**src/rtl/aes_sbox_pkg.sv**
```systemverilog
// Shared types and constants for the shared S-box arbiter.
package aes_sbox_pkg;
  typedef enum logic [1:0] {S_IDLE, S_RUN, S_FIN} state_e;
  typedef enum logic {OWN_KEY, OWN_ST} owner_e;
  localparam int KEY_BYTES = 4;
  localparam int ST_BYTES  = 16;
endpackage

```
**src/rtl/SBoxLookup.sv**
```systemverilog
// Combinational AES S-box: GF(2^8) inverse (x^254) followed by the affine map.
module SBoxLookup (
  input  logic [7:0] i_byte,
  output logic [7:0] o_byte
);
  function automatic logic [7:0] gmul(input logic [7:0] a, input logic [7:0] b);
    logic [7:0] p;
    logic [7:0] x;
    p = 8'h00;
    x = a;
    for (int i = 0; i < 8; i++) begin
      if (b[i]) p = p ^ x;
      x = {x[6:0], 1'b0} ^ (x[7] ? 8'h1B : 8'h00);
    end
    return p;
  endfunction

  logic [7:0] w_inv;

  // x^254 via exponent chain 1,3,7,...,127 then one squaring; 0 maps to 0
  always_comb begin
    w_inv = i_byte;
    for (int i = 0; i < 6; i++) w_inv = gmul(gmul(w_inv, w_inv), i_byte);
    w_inv  = gmul(w_inv, w_inv);
    o_byte = w_inv ^ {w_inv[6:0], w_inv[7]} ^ {w_inv[5:0], w_inv[7:6]}
           ^ {w_inv[4:0], w_inv[7:5]} ^ {w_inv[3:0], w_inv[7:4]} ^ 8'h63;
  end
endmodule

```
**src/rtl/sbox_share_arbiter.sv**
```systemverilog
// Shares one byte-wide S-box between key expansion (4 bytes) and the round
// datapath (16 bytes), one byte per clock, with grant/done pulses per port.
module sbox_share_arbiter
  import aes_sbox_pkg::*;
#(
  parameter bit RR_ENABLE = 1'b1
) (
  input  logic         clk,
  input  logic         reset,
  input  logic         key_req,
  input  logic [31:0]  key_word,
  output logic         key_grant,
  output logic         key_done,
  output logic [31:0]  key_result,
  input  logic         st_req,
  input  logic [127:0] st_data,
  output logic         st_grant,
  output logic         st_done,
  output logic [127:0] st_result,
  output logic         busy
);
  state_e       r_state, w_next;
  owner_e       r_owner, r_last, w_win;
  logic [3:0]   r_cnt, w_last_idx;
  logic [127:0] r_buf;
  logic         w_accept;
  logic [7:0]   w_sb_in, w_sb_out;

  assign w_last_idx = (r_owner == OWN_KEY) ? 4'(KEY_BYTES - 1) : 4'(ST_BYTES - 1);
  assign w_sb_in    = r_buf[{r_cnt, 3'b000} +: 8];
  assign busy       = (r_state == S_RUN);

  SBoxLookup u_sbox (.i_byte(w_sb_in), .o_byte(w_sb_out));

  // State register
  always_ff @(posedge clk or posedge reset) begin
    if (reset) r_state <= S_IDLE;
    else       r_state <= w_next;
  end

  // Next state and arbitration; ties go to the port not served last when RR is on
  always_comb begin
    w_next   = r_state;
    w_accept = 1'b0;
    w_win    = r_owner;
    case (r_state)
      S_IDLE: begin
        if (key_req || st_req) begin
          w_accept = 1'b1;
          w_next   = S_RUN;
          if (key_req && st_req)
            w_win = (RR_ENABLE && r_last == OWN_KEY) ? OWN_ST : OWN_KEY;
          else
            w_win = key_req ? OWN_KEY : OWN_ST;
        end
      end
      S_RUN:   if (r_cnt == w_last_idx) w_next = S_FIN;
      S_FIN:   w_next = S_IDLE;
      default: w_next = S_IDLE;
    endcase
  end

  // Work buffer, byte counter, result registers and handshake pulses
  always_ff @(posedge clk or posedge reset) begin
    if (reset) begin
      r_buf      <= '0;
      r_cnt      <= '0;
      r_owner    <= OWN_ST;
      r_last     <= OWN_ST;
      key_grant  <= 1'b0;
      st_grant   <= 1'b0;
      key_done   <= 1'b0;
      st_done    <= 1'b0;
      key_result <= '0;
      st_result  <= '0;
    end else begin
      key_grant <= w_accept && (w_win == OWN_KEY);
      st_grant  <= w_accept && (w_win == OWN_ST);
      key_done  <= 1'b0;
      st_done   <= 1'b0;
      if (w_accept) begin
        r_buf   <= (w_win == OWN_KEY) ? {96'b0, key_word} : st_data;
        r_owner <= w_win;
        r_cnt   <= '0;
      end
      if (r_state == S_RUN) begin
        r_buf[{r_cnt, 3'b000} +: 8] <= w_sb_out;
        r_cnt <= r_cnt + 4'd1;
      end
      if (r_state == S_FIN) begin
        if (r_owner == OWN_KEY) begin
          key_result <= r_buf[31:0];
          key_done   <= 1'b1;
        end else begin
          st_result <= r_buf;
          st_done   <= 1'b1;
        end
        r_last <= r_owner;
      end
    end
  end
endmodule

```
**config.mk**
```make
export PLATFORM = sky130hd
export DESIGN_NAME = sbox_share_arbiter
export DESIGN_NICKNAME = d
export VERILOG_FILES = /design/src/rtl/aes_sbox_pkg.sv /design/src/rtl/SBoxLookup.sv /design/src/rtl/sbox_share_arbiter.sv
export SDC_FILE = /design/constraint.sdc
export NUM_CORES = 2
export LEC_CHECK = 0
export ABC_AREA = 1
export BUFFER_PORTS_ARGS = -buffer_cell sky130_fd_sc_hd__buf_4
export CELL_PAD_IN_SITES_DETAIL_PLACEMENT = 1
export CELL_PAD_IN_SITES_GLOBAL_PLACEMENT = 1
export CORE_UTILIZATION = 30
export DETAILED_ROUTE_END_ITERATION = 12
export PLACE_DENSITY = 0.57
export RECOVER_POWER = 100
export REMOVE_ABC_BUFFERS = 1
export SLEW_MARGIN = 20
export SYNTH_ARGS = -nofsm -noshare
export SYNTH_HDL_FRONTEND = slang
export SYNTH_SLANG_ARGS = --single-unit
```
**constraint.sdc**
```tcl
create_clock -name clk -period 23.3 [get_ports clk]
set_clock_uncertainty 0.05 [all_clocks]
set_input_delay 2.33 -clock clk [delete_from_list [all_inputs] [get_ports clk]]
set_output_delay 2.33 -clock clk [all_outputs]
set_load 0.02 [all_outputs]
```
==> flow_summary_export.csv <==
group,metric,value,unit
status,status,"complete, but fails checks",
status,violations,"max-capacitance violations, max-slew violations",
worst_setup_path,r2r-start,"r_cnt[0]",
floorplanning,num_rows,130,
yosys,synth-adder-area-share,0.293,%
yosys,synth_simple_gate_area_share,58.5,%
worst_setup_path,worst_path_largest_cell_delay,0.61,ns
yosys,async_reset_ff_share,100,%
routing,wl,163000,um
yosys,synth.largest_area_cell,"nand2_1",
place,place_area,41500,um2
place,place_inst,8422,
yosys,synth_mux_area_share,0,%
worst_setup_path,cp_top_family,"simple AND/OR/NAND/NOR gates",
finish,final_nets,6985,
grt,first_global_vias,42500,
worst_setup_path,crit_required,23.70,ns
worst_setup_path,critPathArrivalTime,21.69,ns
yosys,synth.most_common_cell,"nand2_1",
timing,rsz0062_at_grt,"false",
timing,fin_crit_sh,91.4,%
routing,ant_nets,0,
clock_tree,hold_buffers,0,
worst_setup_path,rr_endpoint,"r_buf[106]",
yosys,yosys.area_share.xor_xnor,1.70,%
yosys,synth_ff_type,"dfrtp_1",
timing,setup_viol,0,
worst_setup_path,critPathKind,"reg -> reg",
place,gp_congestion,0.869,
floorplanning,die_h,360,um
grt,grt-ovfl-total,0,
clock_tree,htreeDepth,1,
yosys,synth_edf_count,0,
worst_setup_path,worstPathMaxFanout,35,
timing,fmax,47.0,MHz
finish,final_area,42200,um2
floorplanning,initial_core_util,30.4,%
worst_setup_path,cp.buffers_inverters,23,
yosys,synth_common_cells,"nand2_1, nand3_1, inv_1, nand2_2, dfrtp_1",
worst_setup_path,crit_end,"r_buf[106]",
clock_tree,clk_path_buf_depth,3,
floorplanning,io_pins,329,
yosys,syn_avg_cell_area,5.81,um2
yosys,netlist_area,38400,um2
routing,dr.first_iter.drc_count,2347,
worst_setup_path,ff2ff_path_depth,154,
timing,layout_min_cycle_time,21.30,ns
worst_setup_path,cp-start-kind,"register",
grt,grt_first_pass_wirelength,251000,um
clock_tree,clock-sinks,300,
worst_setup_path,path_depth,154,
yosys,synthesis.instances,6611,
routing,first_pass_iters,5,
yosys,ys_seq_area_share,19.5,%
timing,slew_headroom,-232,%
clock_tree,cts_root_buffer,"clkbuf_16",
grt,grt_usage,24.3,%
yosys,yosys_warnings,0,
finish,drive_above_1_share,17.5,%
yosys,synth_top_area_share,25.2,%
worst_setup_path,path_common_cell,"nand2_1",
place,dp_slack,0.735,ns
finish,final.fill_count,17100,
worst_setup_path,r2r_setup_slack,2.00,ns
yosys,synth_cell_types,60,
timing,tightest_slew,4.95,ns
clock_tree,cts_tree,"yes",
place,hpwl,128000,um
timing,fin_tns_setup,0,ns
worst_setup_path,endpoint_kind,"register",
worst_setup_path,cpMaxStageDelayCell,"dfrtp_4",
worst_setup_path,crit_path_start,"r_cnt[0]",
job,maxCapViolCount,10,
clock_tree,clk_pin_slew,0.07,ns
floorplanning,coreArea,126000,um2
routing,via_count,42700,
yosys,synth_compound_area_share,6.38,%
timing,hold_violations,0,
finish,area_growth,9.81,%
yosys,synth_top_family_by_area,"simple AND/OR/NAND/NOR gates",
floorplanning,die-area,129000,um2
grt,antenna_found_initial,0,
timing,setup_ws,2.00,ns
finish,antenna_cells,0,
timing,drv_slew,679,
routing,vias_per_cell,5.04,
yosys,synth.ff_latch_count,300,
yosys,yosys-top-cells-area,"nand2_1, dfrtp_1, nand3_1",
clock_tree,worstSkewPairLatency,0.59,ns
clock_tree,cts_buffers,30,
routing,drc,0,
finish,fin_cells,8485,
grt,grt_max_degree,115,
routing,wl_per_cell,19.2,um
place,numPortBuffers,328,
min_path,min_path_type,"reg -> reg",
min_path,min_from,"st_result[114]",
floorplanning,die_w,360,um
-- routing by layer --
| layer | up-vias | wire length, um | GRT usage (%) |
|---|---|---|---|
| li1 | 21200 | - | - |
| met1 | 20600 | 76600 | 32.7 |
| met2 | 780 | 77800 | 42.8 |
| met3 | 136 | 5160 | 1.24 |
| met4 | 0 | 2960 | 4.63 |
| met5 | - | 0 | 0 |
-- state kept, by name (all words and copies together) (netlist names) --
name and cells:
key_done 1, key_grant 1, key_result 32, r_buf 128, r_cnt 4, r_last 1
r_owner 1, r_state 2, st_done 1, st_grant 1, st_result 128
-- cell type report --
class | count | area (um2) | area share [%]
inverter | 876 | 3400 | 8.06
timing repair buffer | 382 | 2260 | 5.37
clock buffer | 46 | 962 | 2.28
sequential | 300 | 7520 | 17.8
multi-input combinational | 5221 | 25800 | 61.2
clock inverter | 9 | 129 | 0.305
tap | 1650 | 2060 | 4.89
timing repair inverter | 1 | 11.3 | 0.0267
-- cell usage in the layout (no fill, tap or decap), drive strengths merged --
cell type  Yosys  layout
a22oi         22      22
a21boi         2       2
nand2b         2       2
bufinv         0       3
nand3b        26      26
nand2       3130    3131
or2            4       4
inv          859     855
dfstp          2       2
clkinv        17      24
nor4           1       1
clkinvlp       0       4
clkbuf        79     222
o21bai         2       2
o2111ai        4       4
xnor2         26      26
buf          129     206
o211ai        63      63
dfrtp        298     298
a211oi         2       2
a221oi        13      13
xor2          37      37
a31oi          1       1
nand4         42      42
o22ai          3       3
o21ai        283     283
ha             9       9
a21oi         32      32
nor2         301     301
nor3           4       4
nand3       1211    1211
-- how the worst min path moves through the flow --
| stage | slack (ns) | cells past startpoint | end |
|---|---|---|---|
| 2_1_floorplan | 0.40 | 2 | r_last |
| 3_3_place_gp | 0.42 | 2 | r_last |
| 3_5_place_dp | 0.43 | 2 | key_result[16] |
| 4_1_cts | 0.44 | 2 | r_last |
| 5_1_grt | 0.45 | 2 | st_result[60] |
| 6_report | 0.43 | 2 | st_result[114] |
-- kinds of logic (layout without fill, tap and decap cells) --
family                     after synthesis  after routing
AOI/OAI and AO/OA                      427            427
xor gates and xnor gates                63             63
adders and majority gates                9              9
buffers and inverters                 1091           1314
DFF                                    300            300
and+or+nand+nor                       4721           4722
-- stage by stage --
| stage | hold WS [ns] | utilization, % |
|---|---|---|
| after detailed placement | 0.425 | 32.9 |
| final | 0.433 | 33.4 |
| after global routing | 0.453 | 33.4 |
| after floorplan | 0.402 | - |
| after global placement | 0.416 | 32.9 |
| after CTS | 0.437 | 33.7 |
-- worst register-to-register path: cells and delay by family, from the launching register on --
kind | cells | cell delay, ns
and+or+nand+nor | 121 | 14.90
buffers and inverters | 23 | 2.75
adders and majority gates | 5 | 1.72
xor gates and xnor gates | 4 | 1.02
DFF | 1 | 0.61
AOI/OAI and AO/OA | 1 | 0.12
-- repair_timing --
action	4_1_cts	5_1_grt
endpoints found under the setup margin	0	128
resized for setup	0	41
buffers inserted	0	5
Power is not shown: default switching activity piles up to over one toggle a cycle in this logic, so the estimate is an artifact.
